### src/rtl/mux_scan_ctrl.sv
// Sequencer for a 4-input two-level gate mux: steps the selectors per channel,
// waits DWELL settle cycles, then samples mux_z into result/valid_mask.
module mux_scan_ctrl #(
    parameter int DWELL = 1
) (
    input  logic       clk,
    input  logic       reset,
    input  logic       start,
    input  logic [1:0] mode,
    input  logic [1:0] chan,
    input  logic       stop,
    input  logic       mux_z,
    output logic       select,
    output logic       select_group,
    output logic       busy,
    output logic       done,
    output logic [3:0] result,
    output logic [3:0] valid_mask
);

    typedef enum logic [1:0] {
        S_IDLE,
        S_SETTLE,
        S_SAMPLE,
        S_FINISH
    } state_t;

    localparam logic [1:0] MODE_SCAN   = 2'b00;
    localparam logic [1:0] MODE_SINGLE = 2'b01;
    localparam logic [1:0] MODE_CONT   = 2'b10;
    localparam logic [3:0] DWELL_M1    = 4'(DWELL - 1);

    state_t     r_state;
    logic [3:0] r_cnt;
    logic [1:0] r_mode;
    logic [1:0] r_ch;
    logic       r_stop;

    logic [1:0] w_first_ch;
    logic [1:0] w_next_ch;
    logic       w_last_ch;
    logic       w_cont;
    logic       w_single;
    logic       w_end_run;

    assign w_first_ch = (mode == MODE_SINGLE) ? chan : 2'd0;
    assign w_next_ch  = r_ch + 2'd1;
    assign w_last_ch  = (r_ch == 2'd3);
    assign w_cont     = (r_mode == MODE_CONT);
    assign w_single   = (r_mode == MODE_SINGLE);
    // The stop latch is read before this edge's update, so a stop seen during
    // the ch3 sample only ends the following sweep.
    assign w_end_run  = w_single || (w_last_ch && (!w_cont || r_stop));

    always_ff @(posedge clk or posedge reset) begin
        if (reset) begin
            r_state      <= S_IDLE;
            r_cnt        <= 4'd0;
            r_mode       <= MODE_SCAN;
            r_ch         <= 2'd0;
            r_stop       <= 1'b0;
            select       <= 1'b0;
            select_group <= 1'b0;
            busy         <= 1'b0;
            done         <= 1'b0;
            result       <= 4'b0000;
            valid_mask   <= 4'b0000;
        end else begin
            done <= 1'b0;
            if (busy && w_cont && stop) begin
                r_stop <= 1'b1;
            end

            unique case (r_state)
                S_IDLE: begin
                    if (start) begin
                        r_mode       <= (mode == 2'b11) ? MODE_SCAN : mode;
                        r_ch         <= w_first_ch;
                        select_group <= w_first_ch[1];
                        select       <= w_first_ch[0];
                        result       <= 4'b0000;
                        valid_mask   <= 4'b0000;
                        r_cnt        <= DWELL_M1;
                        r_stop       <= 1'b0;
                        busy         <= 1'b1;
                        r_state      <= S_SETTLE;
                    end
                end

                S_SETTLE: begin
                    if (r_cnt == 4'd0) begin
                        r_state <= S_SAMPLE;
                    end else begin
                        r_cnt <= r_cnt - 4'd1;
                    end
                end

                S_SAMPLE: begin
                    result[r_ch]     <= mux_z;
                    valid_mask[r_ch] <= 1'b1;
                    if (w_end_run) begin
                        busy    <= 1'b0;
                        done    <= 1'b1;
                        r_state <= S_FINISH;
                    end else begin
                        // Continuous wrap reports a completed sweep without dropping busy.
                        if (w_last_ch) begin
                            done <= 1'b1;
                        end
                        r_ch         <= w_next_ch;
                        select_group <= w_next_ch[1];
                        select       <= w_next_ch[0];
                        r_cnt        <= DWELL_M1;
                        r_state      <= S_SETTLE;
                    end
                end

                S_FINISH: begin
                    r_stop  <= 1'b0;
                    r_state <= S_IDLE;
                end

                default: r_state <= S_IDLE;
            endcase
        end
    end

endmodule

### config.mk
export PLATFORM = sky130hd
export DESIGN_NAME = mux_scan_ctrl
export DESIGN_NICKNAME = d
export VERILOG_FILES = /design/src/rtl/mux_scan_ctrl.sv
export SDC_FILE = /design/constraint.sdc
export NUM_CORES = 1
export LEC_CHECK = 0
export ABC_AREA = 1
export CAP_MARGIN = 20
export CORE_MARGIN = 2
export CORE_UTILIZATION = 50
export CTS_CLUSTER_SIZE = 14
export DETAILED_ROUTE_END_ITERATION = 8
export PLACE_DENSITY = 0.77
export SLEW_MARGIN = 20
export SYNTH_ARGS = -nofsm -noshare
export SYNTH_HDL_FRONTEND = slang
export SYNTH_SLANG_ARGS = --single-unit
### constraint.sdc
create_clock -name clk -period 1.85 [get_ports clk]
set_clock_uncertainty 0.15 [all_clocks]
set_input_delay 0.37 -clock clk [delete_from_list [all_inputs] [get_ports clk]]
set_output_delay 0.37 -clock clk [all_outputs]
set_load 0.02 [all_outputs]
## After elaboration in Yosys (flattened, before gate mapping)

Index checks and enable logic that the tools add are counted.

| word-level totals | value |
|---|---|
| register bits after elaboration | 23 |
| latch bits | 0 |
| RAM bits | 0 |
| memory bits (read-only) | 0 |
| bits of input ports | 9 |
| output and inout bits | 12 |
| logic and storage cells | 79 |
| memories | 0 |

| cells by class | value |
|---|---|
| $add $sub $neg | 2 |
| $mul | 0 |
| div/mod/pow operators | 0 |
| order comparisons | 2 |
| equal/unequal tests | 13 |
| shift-type cells | 0 |
| multiplexer cells | 33 |
| bitwise logic cells | 1 |
| reductions and logical operators | 17 |

Operator list:

| operator | number |
|---|---|
| 4-bit one-hot mux with 2 select lines | 2 |
| 2-bit two-way mux | 7 |
| 1-bit two-way mux | 12 |
| 4-bit two-way mux | 3 |
| 4-bit one-hot mux with 3 select lines | 1 |
| 2-bit == test, second input constant | 5 |
| 2-bit inequality test, second input constant | 5 |
| 1-bit one-hot mux with 2 select lines | 4 |
| 2-bit one-hot mux with 4 select lines | 1 |
| 2-bit by 1-bit == test with 1-bit output, second input constant | 3 |
| 2-bit AND reduction | 3 |
| 3-bit AND reduction | 2 |
| 4-bit bitwise mux | 1 |
| 1-bit logical AND | 4 |
| 4-bit logical NOT | 1 |
| 4-bit OR | 1 |
| 2-bit one-hot mux with 2 select lines | 1 |
| 4-bit AND reduction | 1 |
| 4-bit by 1-bit subtractor with 4-bit output, second input constant | 1 |
| 2-bit by 3-bit < comparator with 1-bit output, second input constant | 1 |
| 3-bit nonzero test | 1 |
| 2-bit by 1-bit adder with 2-bit output, second input constant | 1 |
| 1-bit demux with 2-bit select | 1 |
| 2-bit by 1-bit >= comparator with 1-bit output, second input constant | 1 |
| other kinds (4) | 5 |

## Longest topological paths before layout

| depth | value |
|---|---|
| word-level depth | 7 |
| gate-level depth with buffers | 10 |
| depth with buffers taken out | 10 |

## Worst setup path after synthesis

OpenSTA, ideal clock, no wires.

| timing | value |
|---|---|
| path kind | reg2reg |
| start point | reg r_state[0] |
| end point | reg result[0] |
| arrival | 1.260 ns |
| data required time | 1.577 ns |
| path slack | 0.317 ns |
| stages on the path, launching flop included | 8 |
| path buffers | 0 |
| period minus slack after synthesis | 1.533 ns |
| cell sequence | dfrtp_1 inv_1 ha_1 nand2_1 nor2_4 inv_1 nand3_1 o21ai_1 |

| on the way | value |
|---|---|
| cells in the longest elaborated chain, start to end | 3 |

Ends and longest elaborated chain:

| item | line | source |
|---|---|---|
| from (decl) | 33 | `state_t r_state;` |
| from (signal assigned) | 57 | `r_state <= S_IDLE;` |
| from (signal assigned) | 86 | `r_state <= S_SETTLE;` |
| from (signal assigned) | 92 | `r_state <= S_SAMPLE;` |
| 2-bit == test / 2-bit logical NOT (equally long branches) | 74 | `unique case (r_state)` |
| 2-bit nonzero test (no line) / 2-bit inequality test (equally long branches) | -- |  |
| 2-bit AND reduction (no line) | -- |  |
| to (signal, indexed assignment) | 99 | `result[r_ch] <= mux_z;` |
| to (decl) | 17 | `output logic [3:0] result,` |

Several ways; a longest one is shown, not always the timed one.
A chain may end at the register's enable or synchronous reset.

## Final worst setup path

| timing | value |
|---|---|
| start point | reg valid_mask[1] |
| end point | out valid_mask[1] |

RTL lines:

| item | line | source |
|---|---|---|
| from (decl) | 18 | `output logic [3:0] valid_mask` |
| from (signal assigned) | 67 | `valid_mask <= 4'b0000;` |
| from (signal assigned) | 82 | `valid_mask <= 4'b0000;` |
| from (signal, indexed assignment) | 100 | `valid_mask[r_ch] <= 1'b1;` |

No word-level cell between the ends.

==> flow_summary.ini <==
[status]
outcome = finished clean

[place]
portBuffers = 20
post-dp-hpwl_um = 1860
place.gp.congestion = 0.852
dp.cells = 190
dp_slack_ps = 89.8

[global_routing]
grtUsageTotal_pct = 20.4
grt_pass1_wl_um = 3960
antenna_found_initial = 0
grt_max_degree = 22
grt_pass1_vias = 930
overflow = 0

[drt]
drtIter0Drc = 27
drc = 0
vias = 941
wl_um = 2310
final_antenna_net_count = 0
wl_per_cell_um = 11.9
firstDrtPassIters = 4
viasPerCell = 4.85

[cells_and_area]
area_growth_pct = 25.3
fin_cells = 194
drive_gt1_share_pct = 6.63
nNetsFinal = 186
n_antenna_cell = 0

[power]
total_power_mw = 2.06
powerDensity_mw_per_mm2 = 1460
leakage_nw = 0.761
vdd_drop_max_mv = 0.852

[synthesis]
ys_seq_area_share_pct = 46.7
ys_ff_latch = 21
synth_most_common_cell = nand2_1
ys.flop_type = dfrtp_1
synth_top_cell_area_share_pct = 46.7
syn_area_mm2 = 0.00113
avgSynthCellArea_um2 = 8.04
syn_inst = 140
yosys-top-cells-area = dfrtp_1 47%, nand2_1 12%, ha_1 11%, inv_1 7.0%, nor2_1 5.7%
ys.warnings.count = 0
synth_cell_type_count = 14
synth_async_sr_flop_share_pct = 100
synth_edf_count = 0
synth_common_cells = 36 x nand2_1, 21 x dfrtp_1, 21 x inv_1
yosys.area.top_type = dfrtp_1
syn_nets = 159

[clocking]
clockRootBuffer = clkbuf_4
clock_sinks = 21
cts_tree = yes
cts_buffer_depth = 2
cts_max_level = 1
cts_buffers = 3
clkLatencyLatePin_ps = 300
post_cts_buffers = 0
cts.clk_slew.worst_paths_ps = 110

[setup_path]
crit_required_ps = 1330
ff2ff_path_depth = 7
crit_arrival_ps = 1280
worstPathCellList = clkdlybuf4s50_1
crit_type = reg -> out
worstReg2RegStart = r_state[0]
critical_path.startpoint = valid_mask[1]
slowest_stage = clkdlybuf4s50_1
cp_slowest_stage_delay_ps = 620
startpoint_type = register
crit_buf_inv = 1
endpoint_kind = output pin
cp_max_fo = 2
reg2reg_slack_ps = 160
critical_path_depth = 1
critPathTopFamily = buffers and inverters

[floorplan]
coreArea_mm2 = 0.00217
initial_core_util_pct = 51.9
die_w_um = 51.5
num_rows = 17
ios = 21
die_h_um = 51.5
dieArea_mm2 = 0.00265

[timing]
fmax_mhz = 555
fin_crit_sh_pct = 97.4
setup_tns_ps = 0
slew_violations = 0
finalHoldViolations = 0
rsz0062_at_grt = false
fin_crit_ps = 1800
holdWs_ps = 242
setup_slack_ps = 48.4
maxSlewHeadroom_pct = 81.3
setup_viol = 0
worstMarginPinSlew_ps = 280

[hold_path]
hp-class = in -> async

[job]
maxCapViolCount = 0
## tightest hold or removal path: cells and delay by family
family / cells / cell delay [ps]
buffers and inverters: 3 / 720
## per-layer routing
metal	track usage (%)	wire length, um	part of all wire, %
met3	2.92	84	3.6
met4	9.21	35	1.5
met1	26.0	1070	46
met2	34.2	1120	49
met5	0	0	0
## metrics by stage
| stage | utilization, % | instance area [um2] |
|---|---|---|
| floorplan | - | 1130 |
| global placement | 63.4 | 1380 |
| finish | 65.1 | 1410 |
| CTS | 64.5 | 1400 |
| detailed placement | 63.4 | 1380 |
| global route | 65.1 | 1410 |
## registers in the layout (all words and copies together), names as in the netlist
register and flops:
r_mode 2, done 1, valid_mask 4, r_cnt 4
r_state 2, select_group 1, result 4, r_stop 1
r_ch 1, busy 1
## cells in the final DEF (no fill, tap or decap)
cell type	instances
clkbuf_1	1
xnor2_1	1
o21ai_1	6
a31oi_1	3
dlygate4sd2_1	3
inv_2	2
clkbuf_4	3
a21oi_1	6
dfrtp_1	21
dlymetal6s2s_1	3
buf_4	2
nor2_2	1
nor2_4	1
nand2_1	36
inv_1	21
ha_1	9
o21ai_0	4
nand3_1	11
nor2_1	16
o21ai_4	1
clkdlybuf4s50_1	14
ha_2	1
## worst paths after layout
path | end
worst max-delay path | valid_mask[1]
worst min-delay path | valid_mask[1]
worst max register to register | result[2]
worst min register to register | r_cnt[0]
max in group asynchronous | busy
min in group clk | r_cnt[0]
## kinds of logic after synthesis
group	count (synthesis)	synth area share, %
compound gates	20	10.2
xor+xnor	1	0.778
fa+ha+maj	10	11.1
buf+inv	23	7.67
flops	21	46.7
simple gates	65	23.6
## power by group
group | internal [mW] | total [mW] | switching, mW
sequential | 0.611 | 0.731 | 0.119
combinational | 0.431 | 1.11 | 0.681
clock | 0.0840 | 0.220 | 0.136
## layout make-up
type	instances	area [um2]
tap	28	35.0
inverter	23	86.3
clock buffer	4	26.3
sequential	21	526
multi-input combinational	96	519
timing repair buffer	22	219
fill	200	758
## repair_timing
| item | CTS | global route |
|---|---|---|
| gates resized for setup | 3 | 5 |
| hold buffers | 0 | 0 |
| endpoints found under the setup margin | 3 | 10 |
| hold endpoints to repair | 0 | 0 |
Note: power is estimated with default switching activity, not from simulation.
